[src/rtl/cpu_pkg.sv]
// Shared CPU definitions: data width, register count, writeback record and
// writeback source encoding.
package cpu_pkg;

    localparam int XLEN   = 32;
    localparam int NREG   = 32;
    localparam int RIDX_W = $clog2(NREG);

    typedef logic [RIDX_W-1:0] reg_idx_t;

    // One pending register-file write.
    typedef struct packed {
        reg_idx_t        rd;
        logic [XLEN-1:0] data;
    } wb_req_t;

    typedef enum logic [1:0] {
        WB_NONE,
        WB_ALU,
        WB_LD
    } wb_src_e;

endpackage

[src/rtl/sync_fifo.sv]
// Small synchronous FIFO with registered storage, push/pop, full/empty and
// occupancy count. DEPTH must be a power of 2 so the pointers wrap naturally.
module sync_fifo #(
    parameter int WIDTH = 8,
    parameter int DEPTH = 2
) (
    input  logic                     clk,
    input  logic                     rst_n,
    input  logic                     push,
    input  logic [WIDTH-1:0]         din,
    input  logic                     pop,
    output logic [WIDTH-1:0]         dout,
    output logic                     full,
    output logic                     empty,
    output logic [$clog2(DEPTH):0]   count
);

    localparam int AW = $clog2(DEPTH);
    localparam int CW = AW + 1;

    logic [DEPTH-1:0][WIDTH-1:0] mem_q, mem_d;
    logic [AW-1:0]               wr_ptr_q, wr_ptr_d;
    logic [AW-1:0]               rd_ptr_q, rd_ptr_d;
    logic [CW-1:0]               count_q, count_d;
    logic                        do_push, do_pop;

    assign full    = (count_q == CW'(DEPTH));
    assign empty   = (count_q == '0);
    assign count   = count_q;
    assign dout    = mem_q[rd_ptr_q];
    // Overflow/underflow requests are ignored rather than corrupting state.
    assign do_push = push & ~full;
    assign do_pop  = pop & ~empty;

    // Next-state for storage, pointers and occupancy.
    always_comb begin
        mem_d    = mem_q;
        wr_ptr_d = wr_ptr_q;
        rd_ptr_d = rd_ptr_q;
        count_d  = count_q;
        if (do_push) begin
            mem_d[wr_ptr_q] = din;
            wr_ptr_d        = wr_ptr_q + AW'(1);
        end
        if (do_pop) begin
            rd_ptr_d = rd_ptr_q + AW'(1);
        end
        case ({do_push, do_pop})
            2'b10:   count_d = count_q + CW'(1);
            2'b01:   count_d = count_q - CW'(1);
            default: count_d = count_q;
        endcase
    end

    // State registers; reset empties the FIFO.
    always_ff @(posedge clk or negedge rst_n) begin
        if (!rst_n) begin
            mem_q    <= '0;
            wr_ptr_q <= '0;
            rd_ptr_q <= '0;
            count_q  <= '0;
        end else begin
            mem_q    <= mem_d;
            wr_ptr_q <= wr_ptr_d;
            rd_ptr_q <= rd_ptr_d;
            count_q  <= count_d;
        end
    end

endmodule

[src/rtl/regfile_wb_arbiter.sv]
// Register-file writeback arbiter. ALU results have fixed priority over load
// results, which are buffered in a small FIFO. A pending-load bitmap (busy)
// lets issue detect hazards on registers whose load is still in flight.
// Optional: define WB_TRACE_EN for a simulation-only per-write trace print.
// XLEN must match cpu_pkg::XLEN since results travel as cpu_pkg::wb_req_t.
module regfile_wb_arbiter
    import cpu_pkg::*;
#(
    parameter int XLEN     = cpu_pkg::XLEN,
    parameter int NREG     = cpu_pkg::NREG,
    parameter int LQ_DEPTH = 2
) (
    input  logic            clk,
    input  logic            rst_n,
    input  logic            alu_valid,
    input  reg_idx_t        alu_rd,
    input  logic [XLEN-1:0] alu_data,
    input  logic            ld_valid,
    output logic            ld_ready,
    input  reg_idx_t        ld_rd,
    input  logic [XLEN-1:0] ld_data,
    input  logic            iss_ld,
    input  reg_idx_t        iss_rd,
    output logic [NREG-1:0] busy,
    output logic [XLEN-1:0] wb_d,
    output reg_idx_t        wb_dsel,
    output logic            wb_wen
);

    wb_req_t ld_req, lq_head, sel_req;
    wb_src_e sel_src;
    logic    lq_push, lq_pop, lq_full, lq_empty;
    logic [$clog2(LQ_DEPTH):0] lq_count;
    logic    unused_lq_count;

    logic            wb_wen_q, wb_wen_d;
    logic [XLEN-1:0] wb_d_q, wb_d_d;
    reg_idx_t        wb_dsel_q, wb_dsel_d;
    logic [NREG-1:0] busy_q, busy_d;

    // Ready depends only on FIFO occupancy; held low while in reset.
    assign ld_ready = rst_n & ~lq_full;
    assign lq_push  = ld_valid & ld_ready;
    assign ld_req   = '{rd: ld_rd, data: ld_data};
    // Occupancy is exposed by the FIFO but arbitration needs only full/empty.
    assign unused_lq_count = ^lq_count;

    sync_fifo #(
        .WIDTH ($bits(wb_req_t)),
        .DEPTH (LQ_DEPTH)
    ) u_lq (
        .clk   (clk),
        .rst_n (rst_n),
        .push  (lq_push),
        .din   (ld_req),
        .pop   (lq_pop),
        .dout  (lq_head),
        .full  (lq_full),
        .empty (lq_empty),
        .count (lq_count)
    );

    // Source select: ALU first, else drain the load FIFO head (no bypass).
    always_comb begin
        sel_src = WB_NONE;
        sel_req = lq_head;
        lq_pop  = 1'b0;
        if (alu_valid) begin
            sel_src = WB_ALU;
            sel_req = '{rd: alu_rd, data: alu_data};
        end else if (!lq_empty) begin
            sel_src = WB_LD;
            lq_pop  = 1'b1;
        end
    end

    // Registered write port; data/select hold when nothing is written.
    always_comb begin
        wb_wen_d  = (sel_src != WB_NONE);
        wb_d_d    = wb_d_q;
        wb_dsel_d = wb_dsel_q;
        if (wb_wen_d) begin
            wb_d_d    = sel_req.data;
            wb_dsel_d = sel_req.rd;
        end
    end

    // Pending-load bitmap: pop clears, issue sets, set wins, x0 never busy.
    always_comb begin
        busy_d = busy_q;
        if (lq_pop) begin
            busy_d[lq_head.rd] = 1'b0;
        end
        if (iss_ld && (iss_rd != '0)) begin
            busy_d[iss_rd] = 1'b1;
        end
        busy_d[0] = 1'b0;
    end

    // Write-port and scoreboard registers.
    always_ff @(posedge clk or negedge rst_n) begin
        if (!rst_n) begin
            wb_wen_q  <= 1'b0;
            wb_d_q    <= '0;
            wb_dsel_q <= '0;
            busy_q    <= '0;
        end else begin
            wb_wen_q  <= wb_wen_d;
            wb_d_q    <= wb_d_d;
            wb_dsel_q <= wb_dsel_d;
            busy_q    <= busy_d;
        end
    end

    assign wb_wen  = wb_wen_q;
    assign wb_d    = wb_d_q;
    assign wb_dsel = wb_dsel_q;
    assign busy    = busy_q;

`ifdef WB_TRACE_EN
    wb_src_e wb_src_q;

    // Track which source produced the write currently on the port.
    always_ff @(posedge clk or negedge rst_n) begin
        if (!rst_n) wb_src_q <= WB_NONE;
        else        wb_src_q <= sel_src;
    end

    // Print every write presented to the register file.
    always_ff @(posedge clk) begin
        if (wb_wen_q) begin
            $display("%0t WB %s rd=%0d data=%h", $time,
                     (wb_src_q == WB_ALU) ? "ALU" : "LD", wb_dsel_q, wb_d_q);
        end
    end
`endif

endmodule

[config.mk]
export PLATFORM = sky130hd
export DESIGN_NAME = regfile_wb_arbiter
export DESIGN_NICKNAME = d
export VERILOG_FILES = /design/src/rtl/cpu_pkg.sv /design/src/rtl/sync_fifo.sv /design/src/rtl/regfile_wb_arbiter.sv
export SDC_FILE = /design/constraint.sdc
export NUM_CORES = 1
export LEC_CHECK = 0
export BUFFER_PORTS_ARGS = -buffer_cell sky130_fd_sc_hd__buf_2
export CORE_ASPECT_RATIO = 1.1
export CORE_MARGIN = 8
export CORE_UTILIZATION = 53
export CTS_BUF_LIST = sky130_fd_sc_hd__clkbuf_16
export DETAILED_ROUTE_END_ITERATION = 7
export GPL_ROUTABILITY_DRIVEN = 0
export GPL_TIMING_DRIVEN = 0
export PLACE_DENSITY = 0.78
export SYNTH_ARGS = -nofsm -noshare
export SYNTH_HDL_FRONTEND = slang
export SYNTH_SLANG_ARGS = --single-unit
[constraint.sdc]
create_clock -name clk -period 2.3 [get_ports clk]
set_input_delay 0.46 -clock clk [delete_from_list [all_inputs] [get_ports clk]]
set_output_delay 0.46 -clock clk [all_outputs]
set_load 0.03 [all_outputs]
==> results.cfg, run 1 <==
[synth]
synth_edf_count = 0
syn_nets = 642
synthCells = 557
synth_flop_cell = dfrtp_1
synthDistinctLibCells = 37
yosysSeqAreaShare_pct = 53.0
syn_avg_cell_area_um2 = 12.5
syn_area_mm2 = 0.00694
async_reset_ff_share_pct = 100
yosysWarningCount = 0
synth.ff_latch_count = 147

[finish]
fin_util_pct = 64.9
drive_gt1_share_pct = 43.1
syn_to_final_growth_pct = 21.6
final_nets = 814

[grt]
track_usage_pct = 21.1
grt_max_degree = 83
grt_pass1_vias = 5682
overflow = 0
antenna_found_initial = 3
grt_pass1_wl_mm = 28.4

[floorplanning]
dieArea_mm2 = 0.0170
die_w_um = 125
io_pins = 155
rows = 44
initial_core_util_pct = 53.4
die_y_um = 136
coreArea_mm2 = 0.0130

[flow_run]
cap_viol_max_count = 0

[critical_path]
slowest_stage = buf_6
crit_end = ld_ready
r2r_end = u_lq.count[1]$_DFFE_PN0P_
critical_path.startpoint = rst_n
cp_cell_sequence = buf_6, o21a_1, buf_2
worst_ep_required_time_ps = 1840
cp.arrival_ps = 1420
r2r_start = u_lq.count[0]$_DFFE_PN0P_
critical_path.endpoint_type = primary output
crit_type = input port to primary output
reg2reg_setup_slack_ps = 440
startpoint_type = input port
max_stage_delay_ps = 490
crit_path_max_fanout = 70
reg2regPathDepth = 7

[routing]
drt_pass1_iterations = 5
ant_nets = 0
vias = 5182
routedWlPerCell_um = 19.5
vias_per_cell = 5.76
drc = 0
drt_iter0_drc = 384
totalWireLength_mm = 17.5

[sta]
min_period_over_period_pct = 81.8
worstMarginPinSlew_ps = 735
period_minus_slack_ps = 1880
drv_slew = 0
rsz0062_at_grt = no
fin_hold_ws_ps = 58.2
finalHoldViolations = 0
final.setup.worst_slack_ps = 419
clock_skew_ps = 5.75
setup_violations = 0
fmax_mhz = 532
slew_headroom_pct = 50.3

[power_and_ir_drop]
p_int_mw = 7.36
power_leakage_nw = 3.89
power.switching_mw = 4.21
switching_share_pct = 36.3
clkPwrFrac_pct = 20.8
max-vdd-ir-drop_mv = 0.736
power_density_mw_per_mm2 = 1370
p_comb_share_pct = 42.5
power_frac_seq_pct = 36.7

[clocking]
clockBufferDepth = 2
clock-sinks = 147
htreeDepth = 4
clock_latency_ps = 420
numCtsBuffers = 17
cts_hold_buf = 0
cts_tree = yes
path_clk_slew_ps = 50
root_buffer = clkbuf_16
post-cts-setup-buffer-count = 0
cts_resized = 0

[min_path]
worstHoldPathType = input port to async pin

[placed_design]
place_hpwl_mm = 12.8
place_ws_ps = 136
port_buffers = 152

[status]
status = completed
## flip-flops by register name, summed over array words and instances, names as in the netlist
name           cells
wb_dsel            5
u_lq.mem_q        74
u_lq.rd_ptr_q      1
u_lq.wr_ptr_q      1
wb_wen             1
busy              31
wb_d              32
u_lq.count         2
## through the flow
| step | instances | area (µm²) | power (mW) | TNS (ps) |
|---|---|---|---|---|
| global route | 899 | 8440 | 12.2 | 0 |
| detailed placement | 871 | 7930 | 9.19 | 0 |
| global placement | 870 | 7900 | 8.96 | -353130 |
| CTS | 898 | 8430 | 11.6 | 0 |
| floorplan | 557 | 6940 | 7.87 | 0 |
| finish | 900 | 8440 | 11.6 | 0 |
## metal layers
layer / GRT usage (%) / share of wire, % / vias up
met4: 8.80 / 1.5 / 4
met5: 0 / 0.14 / -
met2: 36.2 / 50 / 200
met1: 23.9 / 40 / 2579
li1: - / - / 2371
met3: 7.22 / 7.9 / 28
## cells in the mapped netlist, types with 2 or more instances
| cell type | n | share of area, % |
|---|---|---|
| or3b_2 | 2 | 0.25 |
| nor2b_1 | 2 | 0.18 |
| buf_4 | 3 | 0.32 |
| clkbuf_1 | 9 | 0.49 |
| nand3b_1 | 9 | 0.97 |
| mux2_2 | 107 | 17 |
| inv_1 | 33 | 1.8 |
| mux2i_1 | 37 | 5.3 |
| buf_6 | 10 | 1.6 |
| and4b_1 | 3 | 0.43 |
| a211oi_2 | 8 | 1.4 |
| buf_1 | 3 | 0.16 |
| xnor2_1 | 5 | 0.63 |
| dfrtp_1 | 147 | 53 |
| nor2_1 | 2 | 0.11 |
| nand2_1 | 38 | 2.1 |
| nor4bb_1 | 3 | 0.43 |
| mux2_1 | 4 | 0.65 |
| or3b_1 | 7 | 0.88 |
| or3_1 | 4 | 0.36 |
| o2111ai_4 | 2 | 0.76 |
| o21ai_1 | 16 | 1.2 |
| buf_2 | 7 | 0.50 |
| o21ai_0 | 51 | 3.7 |
| nand3_1 | 3 | 0.22 |
| a32oi_1 | 31 | 3.9 |
## cell type report
| type | count | area (µm²) |
|---|---|---|
| Tap cell | 161 | 201 |
| Antenna cell | 2 | 5.00 |
| Sequential cell | 147 | 3680 |
| Inverter | 34 | 128 |
| Timing Repair Buffer | 153 | 795 |
| Buffer | 32 | 215 |
| Clock inverter | 10 | 75.1 |
| Fill cell | 1021 | 4550 |
| Clock buffer | 17 | 425 |
| Multi-Input combinational cell | 344 | 2920 |
## worst min-delay path by stage
stage | from | to | slack (ps) | cells past startpoint
floorplan | rst_n | busy[10]$_DFF_PN0_ | 160 | 0
global placement | u_lq.mem_q[42]$_DFFE_PN0P_ | u_lq.mem_q[42]$_DFFE_PN0P_ | 470 | 1
detailed placement | u_lq.mem_q[43]$_DFFE_PN0P_ | u_lq.mem_q[43]$_DFFE_PN0P_ | 480 | 1
CTS | rst_n | busy[31]$_DFF_PN0_ | 70 | 1
global route | rst_n | busy[31]$_DFF_PN0_ | 110 | 1
finish | rst_n | busy[31]$_DFF_PN0_ | 60 | 1
## logic make-up after synthesis
logic type               Yosys count  share of synthesized area [%]
multiplexers                     148                           23.4
flip-flops                       147                           53.0
AO/OA/AOI/OAI                    112                           11.4
AND/OR/NAND/NOR                   77                           6.40
buffers and inverters             66                           4.94
XOR/XNOR                           5                          0.631
adder cells (fa/ha/maj)            1                          0.180
other                              1                         0.0541
## cell usage in the layout, fill, tap and decap left out, types with 8 or more instances in the layout
cell / n
a211oi_2: 8
mux2_2: 107
o21ai_1: 16
o21ai_0: 51
nand2_1: 38
dfrtp_1: 147
buf_6: 11
mux2i_1: 37
clkbuf_16: 17
clkbuf_1: 9
nand3b_1: 9
buf_2: 158
a32oi_1: 31
inv_1: 35
## power by group through the flow
stage	Clock, mW	Sequential, mW	Combinational [mW]
after floorplan	0	4.75	3.12
after global placement	0	4.18	4.77
after detailed placement	0	4.27	4.92
after CTS	2.45	4.24	4.96
after global routing	2.54	4.37	5.31
final	2.40	4.25	4.92
## worst max-delay path: cells and delay by family
kind            cells  cell delay [ps]
buf+inv             2              690
compound gates      1              220
Power figures use the tool's default switching activity.
==> inputs of run 2 (changes only) <==
--- a/config.mk
+++ b/config.mk
@@ -5,6 +5,7 @@
 export SDC_FILE = /design/constraint.sdc
 export NUM_CORES = 1
 export LEC_CHECK = 0
+export ABC_AREA = 1
 export BUFFER_PORTS_ARGS = -buffer_cell sky130_fd_sc_hd__buf_2
 export CORE_ASPECT_RATIO = 1.1
 export CORE_MARGIN = 8
@@ -13,7 +14,7 @@
 export DETAILED_ROUTE_END_ITERATION = 7
 export GPL_ROUTABILITY_DRIVEN = 0
 export GPL_TIMING_DRIVEN = 0
-export PLACE_DENSITY = 0.78
+export PLACE_DENSITY = 0.79
 export SYNTH_ARGS = -nofsm -noshare
 export SYNTH_HDL_FRONTEND = slang
 export SYNTH_SLANG_ARGS = --single-unit
==> constraint.sdc (replaced) <==
create_clock -name clk -period 1.79 [get_ports clk]
set_input_delay 0.358 -clock clk [delete_from_list [all_inputs] [get_ports clk]]
set_output_delay 0.358 -clock clk [all_outputs]
set_load 0.03 [all_outputs]
==> run 2 against run 1 <==
Effect of this change: critical path depth shrank 1; synthesized cell count increased by 43%; register-to-register slack got worse by 330 ps; largest power group unchanged; the run now ends with hold timing left; final cell count rose by 26%; global-route usage rose by 2.3 points; final area fell by 1.1%.
==> results.cfg, run 2 <==
[power_and_ir_drop]
switching_share_pct = 43.0
max-vdd-ir-drop_mv = 1.00
power_frac_seq_pct = 36.3
clkPwrFrac_pct = 21.8
power_leakage_nw = 4.34
p_total_mw = 15.8
power.switching_mw = 6.81
power_density_mw_per_mm2 = 1900
p_comb_share_pct = 41.9
p_int_mw = 9.02

[synth]
async_reset_ff_share_pct = 100
synth.ff_latch_count = 147
synth_top_family_by_area = simple AND/OR/NAND/NOR gates
yosys.area_share.simple_pct = 24.0
yosysWarningCount = 0
synth_compound_area_share_pct = 13.9
syn_area_mm2 = 0.00675
yosys-mux-area-fraction_pct = 0
synth_area_leaders = dfrtp_1, nand2_1, o21ai_2
synth.most_common_cell = nand2_1
synthDistinctLibCells = 31
synth-xor-area-share_pct = 0.389
syn_avg_cell_area_um2 = 8.51
netlist.area_leader.share_pct = 54.5
yosysTopAreaCell = dfrtp_1
synth_edf_count = 0
synth_common_cells = nand2_1, dfrtp_1, inv_1, o21ai_0, o21ai_2
syn_nets = 879
yosysSeqAreaShare_pct = 54.5
synthAdderAreaFrac_pct = 0.185
synth_flop_cell = dfrtp_1
synthCells = 794

[finish]
regMostFlops = u_lq.mem_q
largest_reg_flops = 74
antenna_cells = 0
drive_gt1_share_pct = 29.3
layout_commonest_cell = nand2_1
fill_cells = 1051
final_cell_mix = nand2_1, buf_2, dfrtp_1
syn_to_final_growth_pct = 23.6
final_nets = 1052
layout.cells.non_filler = 1137

[clocking]
clock-sinks = 147
htreeDepth = 4
clockBufferDepth = 2
cts_tree = yes
root_buffer = clkbuf_16
clock_latency_ps = 420
path_clk_slew_ps = 60
numCtsBuffers = 17

[floorplanning]
io_pins = 155
rows = 43
dieArea_mm2 = 0.0166
initial_core_util_pct = 53.9
coreArea_mm2 = 0.0125
die_y_um = 134
die_w_um = 124

[sta]
clock_skew_ps = 6.98
setup_violations = 0
fin_hold_ws_ps = -148
period_minus_slack_ps = 1710
fmax_mhz = 584
tns_ps = 0
slew_headroom_pct = 57.5
rsz0062_at_grt = yes
drv_slew = 0
min_period_over_period_pct = 95.7
worstMarginPinSlew_ps = 631
finalHoldViolations = 57

[grt]
track_usage_pct = 23.4
overflow = 0
grt_pass1_vias = 6065
grt_pass1_wl_mm = 30.3
antenna_found_initial = 0
grt_max_degree = 91

[routing]
drc = 0
vias_per_cell = 5.35
top_layer = met4
drt_pass1_iterations = 5
routedWlPerCell_um = 16.8
route.met3.wl_mm = 1.62
met2_length_mm = 9.11
met1_length_mm = 7.89
totalWireLength_mm = 19.1
vias = 6079
ant_nets = 0
drt_iter0_drc = 522

[status]
status = finished, violations left
violations = hold timing

[critical_path]
cp.arrival_ps = 1350
critical_path.endpoint_type = primary output
worst_ep_required_time_ps = 1430
startpoint_type = register
crit_path_max_fanout = 4
crit_type = register to primary output

[placed_design]
place_hpwl_mm = 13.7
port_buffers = 153
placedCellCount = 1105

[min_path]
worstHoldPathType = input port to async pin

[flow_run]
cap_viol_max_count = 0
-- run 2: cell count changes in the layout (fill, tap and decap cells not counted), moves of 22 or more --
cell,before,now
inv_1,35,59
nor2_1,2,24
a32oi_1,31,0
o21ai_2,0,40
nand2_1,38,322
mux2i_1,37,0
mux2_2,107,0
-- run 2: layout make-up --
cell class              instances  area, µm²  share of cell area, %
multi-input cells             549       2620                   31.4
inverters                      61        231                   2.77
clock buffers                  17        425                   5.10
clock inverters                15        144                   1.72
plain buffers                  37        246                   2.95
well taps                     157        196                   2.35
repair buffers                154        803                   9.63
flip-flops and latches        147       3680                   44.1
-- run 2: worst max-delay path, cell delays in order (launching register included) --
cell      delay (ps)
dfrtp_1          440
a21boi_4         250
buf_2            240
-- run 2: timing repair --
action | 4_1_cts | 5_1_grt
resized for setup | 0 | 12
endpoints found under the hold margin | 57 | 57
setup endpoints to repair | 0 | 20
setup buffers | 0 | 0
-- run 2: worst paths after layout --
check / depth (start not counted) / slack [ps] / start / end
max in group asynchronous: 2 / 1150 / rst_n / busy[23]$_DFF_PN0_
min in group clk: 3 / 150 / alu_rd[0] / wb_dsel[0]$_DFFE_PN0P_
worst min-delay path: 1 / -150 / rst_n / wb_d[23]$_DFFE_PN0P_
worst max-delay path: 2 / 80 / u_lq.count[1]$_DFFE_PN0P_ / ld_ready
worst min register to register: 2 / 470 / busy[27]$_DFF_PN0_ / busy[27]$_DFF_PN0_
worst max register to register: 10 / 110 / u_lq.rd_ptr_q$_DFFE_PN0P_ / busy[15]$_DFF_PN0_
-- run 2: cells by family after synthesis --
family	after synthesis
and+or+nand+nor	400
xor gates and xnor gates	3
adders and majority gates	1
other	1
DFF	147
buffers and inverters	98
AOI/OAI and AO/OA	144
-- run 2: layer usage --
layer | GRT usage (%) | up-vias
met3 | 5.42 | 41
met1 | 30.4 | 2898
met2 | 37.2 | 277
met5 | 0 | -
li1 | - | 2863
met4 | 8.71 | 0
-- run 2: power groups by stage --
| stage | Sequential, mW | Clock [mW] | Combinational, mW |
|---|---|---|---|
| 2_1_floorplan | 7.08 | 0 | 3.12 |
| 3_3_place_gp | 5.70 | 0 | 6.41 |
| 3_5_place_dp | 5.75 | 0 | 6.57 |
| 4_1_cts | 5.72 | 3.45 | 6.60 |
| 5_1_grt | 5.91 | 3.61 | 7.24 |
| 6_report | 5.75 | 3.45 | 6.62 |
-- run 2: metrics by stage --
stage / util (%) / hold slack [ps] / area [µm²] / setup slack [ps]
6_report: 66.6 / -148 / 8350 / 77.2
5_1_grt: 66.6 / -119 / 8350 / -8.77
4_1_cts: 66.4 / -80.7 / 8320 / 6.05
3_5_place_dp: 61.8 / 360 / 7750 / -350
3_3_place_gp: 61.6 / 451 / 7720 / -2450
2_1_floorplan: - / 62.4 / 6750 / 149
==> inputs of run 3 (changes only) <==
==> constraint.sdc (replaced) <==
create_clock -name clk -period 1.79 [get_ports clk]
set_input_delay 0.358 -clock clk [delete_from_list [all_inputs] [get_ports clk]]
set_output_delay 0.358 -clock clk [all_outputs]
set_load 0.1 [all_outputs]
==> run 3 against run 2 <==
Effect of this change: the run still ends with hold timing left; die area did not move; register-to-register slack about the same; flip-flop and latch count did not move; first-iteration DRC count is 14% lower; core utilization up 1.6 points; non-clock buffer count rose by 9; clock-buffer cell count did not move; sequential share of layout area down 1.1 points; via count fell by 0.72%; global-route usage is 0.75 points higher; worst setup slack worse by 16 ps; clock skew up 0.87 ps.
==> results.cfg, run 3 (synthesis gave the netlist of run 2 again) <==
[routing]
route.met3.wl_mm = 1.64
vias = 6035
top_layer = met4
drc = 0
totalWireLength_mm = 20.0
routedWlPerCell_um = 17.5
vias_per_cell = 5.28
drt_iter0_drc = 449
met1_length_mm = 8.23
met2_length_mm = 9.52
ant_nets = 0
drt_pass1_iterations = 5

[critical_path]
r2r_start = u_lq.rd_ptr_q$_DFFE_PN0P_
crit_type = register to primary output
reg2reg_setup_slack_ps = 110
cp.arrival_ps = 1370
reg2regPathDepth = 10
startpoint_type = register
critical_path.endpoint_type = primary output
r2r_end = busy[20]$_DFF_PN0_
crit_path_max_fanout = 5
worst_ep_required_time_ps = 1430

[placed_design]
port_buffers = 153
place_ws_ps = -656
place_hpwl_mm = 13.7
place_area_mm2 = 0.00783

[sta]
rsz0062_at_grt = yes
drv_slew = 0
min_period_over_period_pct = 96.6
finalHoldViolations = 4
worstMarginPinSlew_ps = 650
period_minus_slack_ps = 1730
setup_violations = 0
final.setup.worst_slack_ps = 61.3
clock_skew_ps = 7.85
slew_headroom_pct = 56.6
fmax_mhz = 578
fin_hold_ws_ps = -2.43

[floorplanning]
initial_core_util_pct = 53.9
coreArea_mm2 = 0.0125
io_pins = 155
rows = 43
die_w_um = 124
die_y_um = 134
dieArea_mm2 = 0.0166

[clocking]
htreeDepth = 4
root_buffer = clkbuf_16
path_clk_slew_ps = 60
cts_tree = yes
post-cts-setup-buffer-count = 0
numCtsBuffers = 17
clockBufferDepth = 2
clock_latency_ps = 420
clock-sinks = 147

[finish]
regMostFlops = u_lq.mem_q
fill_cells = 1019
antenna_cells = 0
multi_input_area_mm2 = 0.00268
syn_to_final_growth_pct = 26.6
layout_commonest_cell = nand2_1
drive_gt1_share_pct = 31.0
final_area_mm2 = 0.00855
final_nets = 1061
final_cell_mix = nand2_1, buf_2, dfrtp_1
largest_reg_flops = 74
ff_latch_area_mm2 = 0.00368

[status]
violations = hold timing
status = finished, violations left

[flow_run]
cap_viol_max_count = 0

[grt]
track_usage_pct = 24.2
overflow = 0
grt_max_degree = 56
grt_pass1_wl_mm = 30.9
antenna_found_initial = 0
grt_pass1_vias = 6110

[min_path]
worstHoldPathType = input port to async pin
==> run 3: cell types whose count changed in the layout (fill, tap and decap cells not counted), moves of 3 or more <==
cell,previous run,this run
nand2_1,322,303
nand2_2,1,20
clkinvlp_4,5,0
buf_12,0,4
clkinv_1,3,7
clkinv_2,1,5
buf_4,6,3
clkinv_4,3,0
nor2_2,8,5
==> run 3: per-layer routing <==
| layer | vias to the layer above | global-route usage, % |
|---|---|---|
| met5 | - | 0 |
| met4 | 0 | 10.7 |
| met3 | 47 | 5.88 |
| met2 | 234 | 38.0 |
| met1 | 2874 | 30.8 |
| li1 | 2880 | - |
==> run 3: cell type report <==
class                      count  area share [%]
sequential                   147            43.0
multi-input combinational    549            31.3
timing repair buffer         163            11.9
clock buffer                  17            4.98
buffer                        37            3.18
inverter                      61            2.71
tap                          157            2.30
clock inverter                12           0.600
==> run 3: worst max-delay path by stage <==
stage,start,to,slack [ps],depth (start not counted)
after floorplan,u_lq.count[0]$_DFFE_PN0P_,u_lq.count[1]$_DFFE_PN0P_,-160,7
after global placement,rst_n,ld_ready,-2390,3
after detailed placement,rst_n,ld_ready,-660,4
after CTS,u_lq.count[0]$_DFFE_PN0P_,ld_ready,5,3
after global routing,u_lq.rd_ptr_q$_DFFE_PN0P_,busy[18]$_DFF_PN0_,-60,10
final,u_lq.count[0]$_DFFE_PN0P_,ld_ready,60,3
==> run 3: critical path, stage by stage, from the launching register on <==
cell and delay [ps]:
dfrtp_2 410, inv_2 60, a21boi_4 250, buf_8 240
==> run 3: stage by stage <==
stage,hold slack (ps),instances,TNS [ps],utilization [%]
after floorplan,62.4,794,-1130,-
after global placement,450,1104,-429940,62.2
after detailed placement,341,1105,-42320,62.5
after CTS,-184,1136,0,67.0
after global routing,3.40,1143,-365,68.2
final,-2.43,1143,0,68.2
==> run 3: what timing repair did <==
item	CTS	global route
pin swaps	0	0
endpoints found under the hold margin	52	52
setup endpoints to repair	76	38
gates cloned	2	1
resized for setup	5	11
Power of run 3 is not shown: default switching activity piles up to over one toggle a cycle in this logic, so the estimate is an artifact.
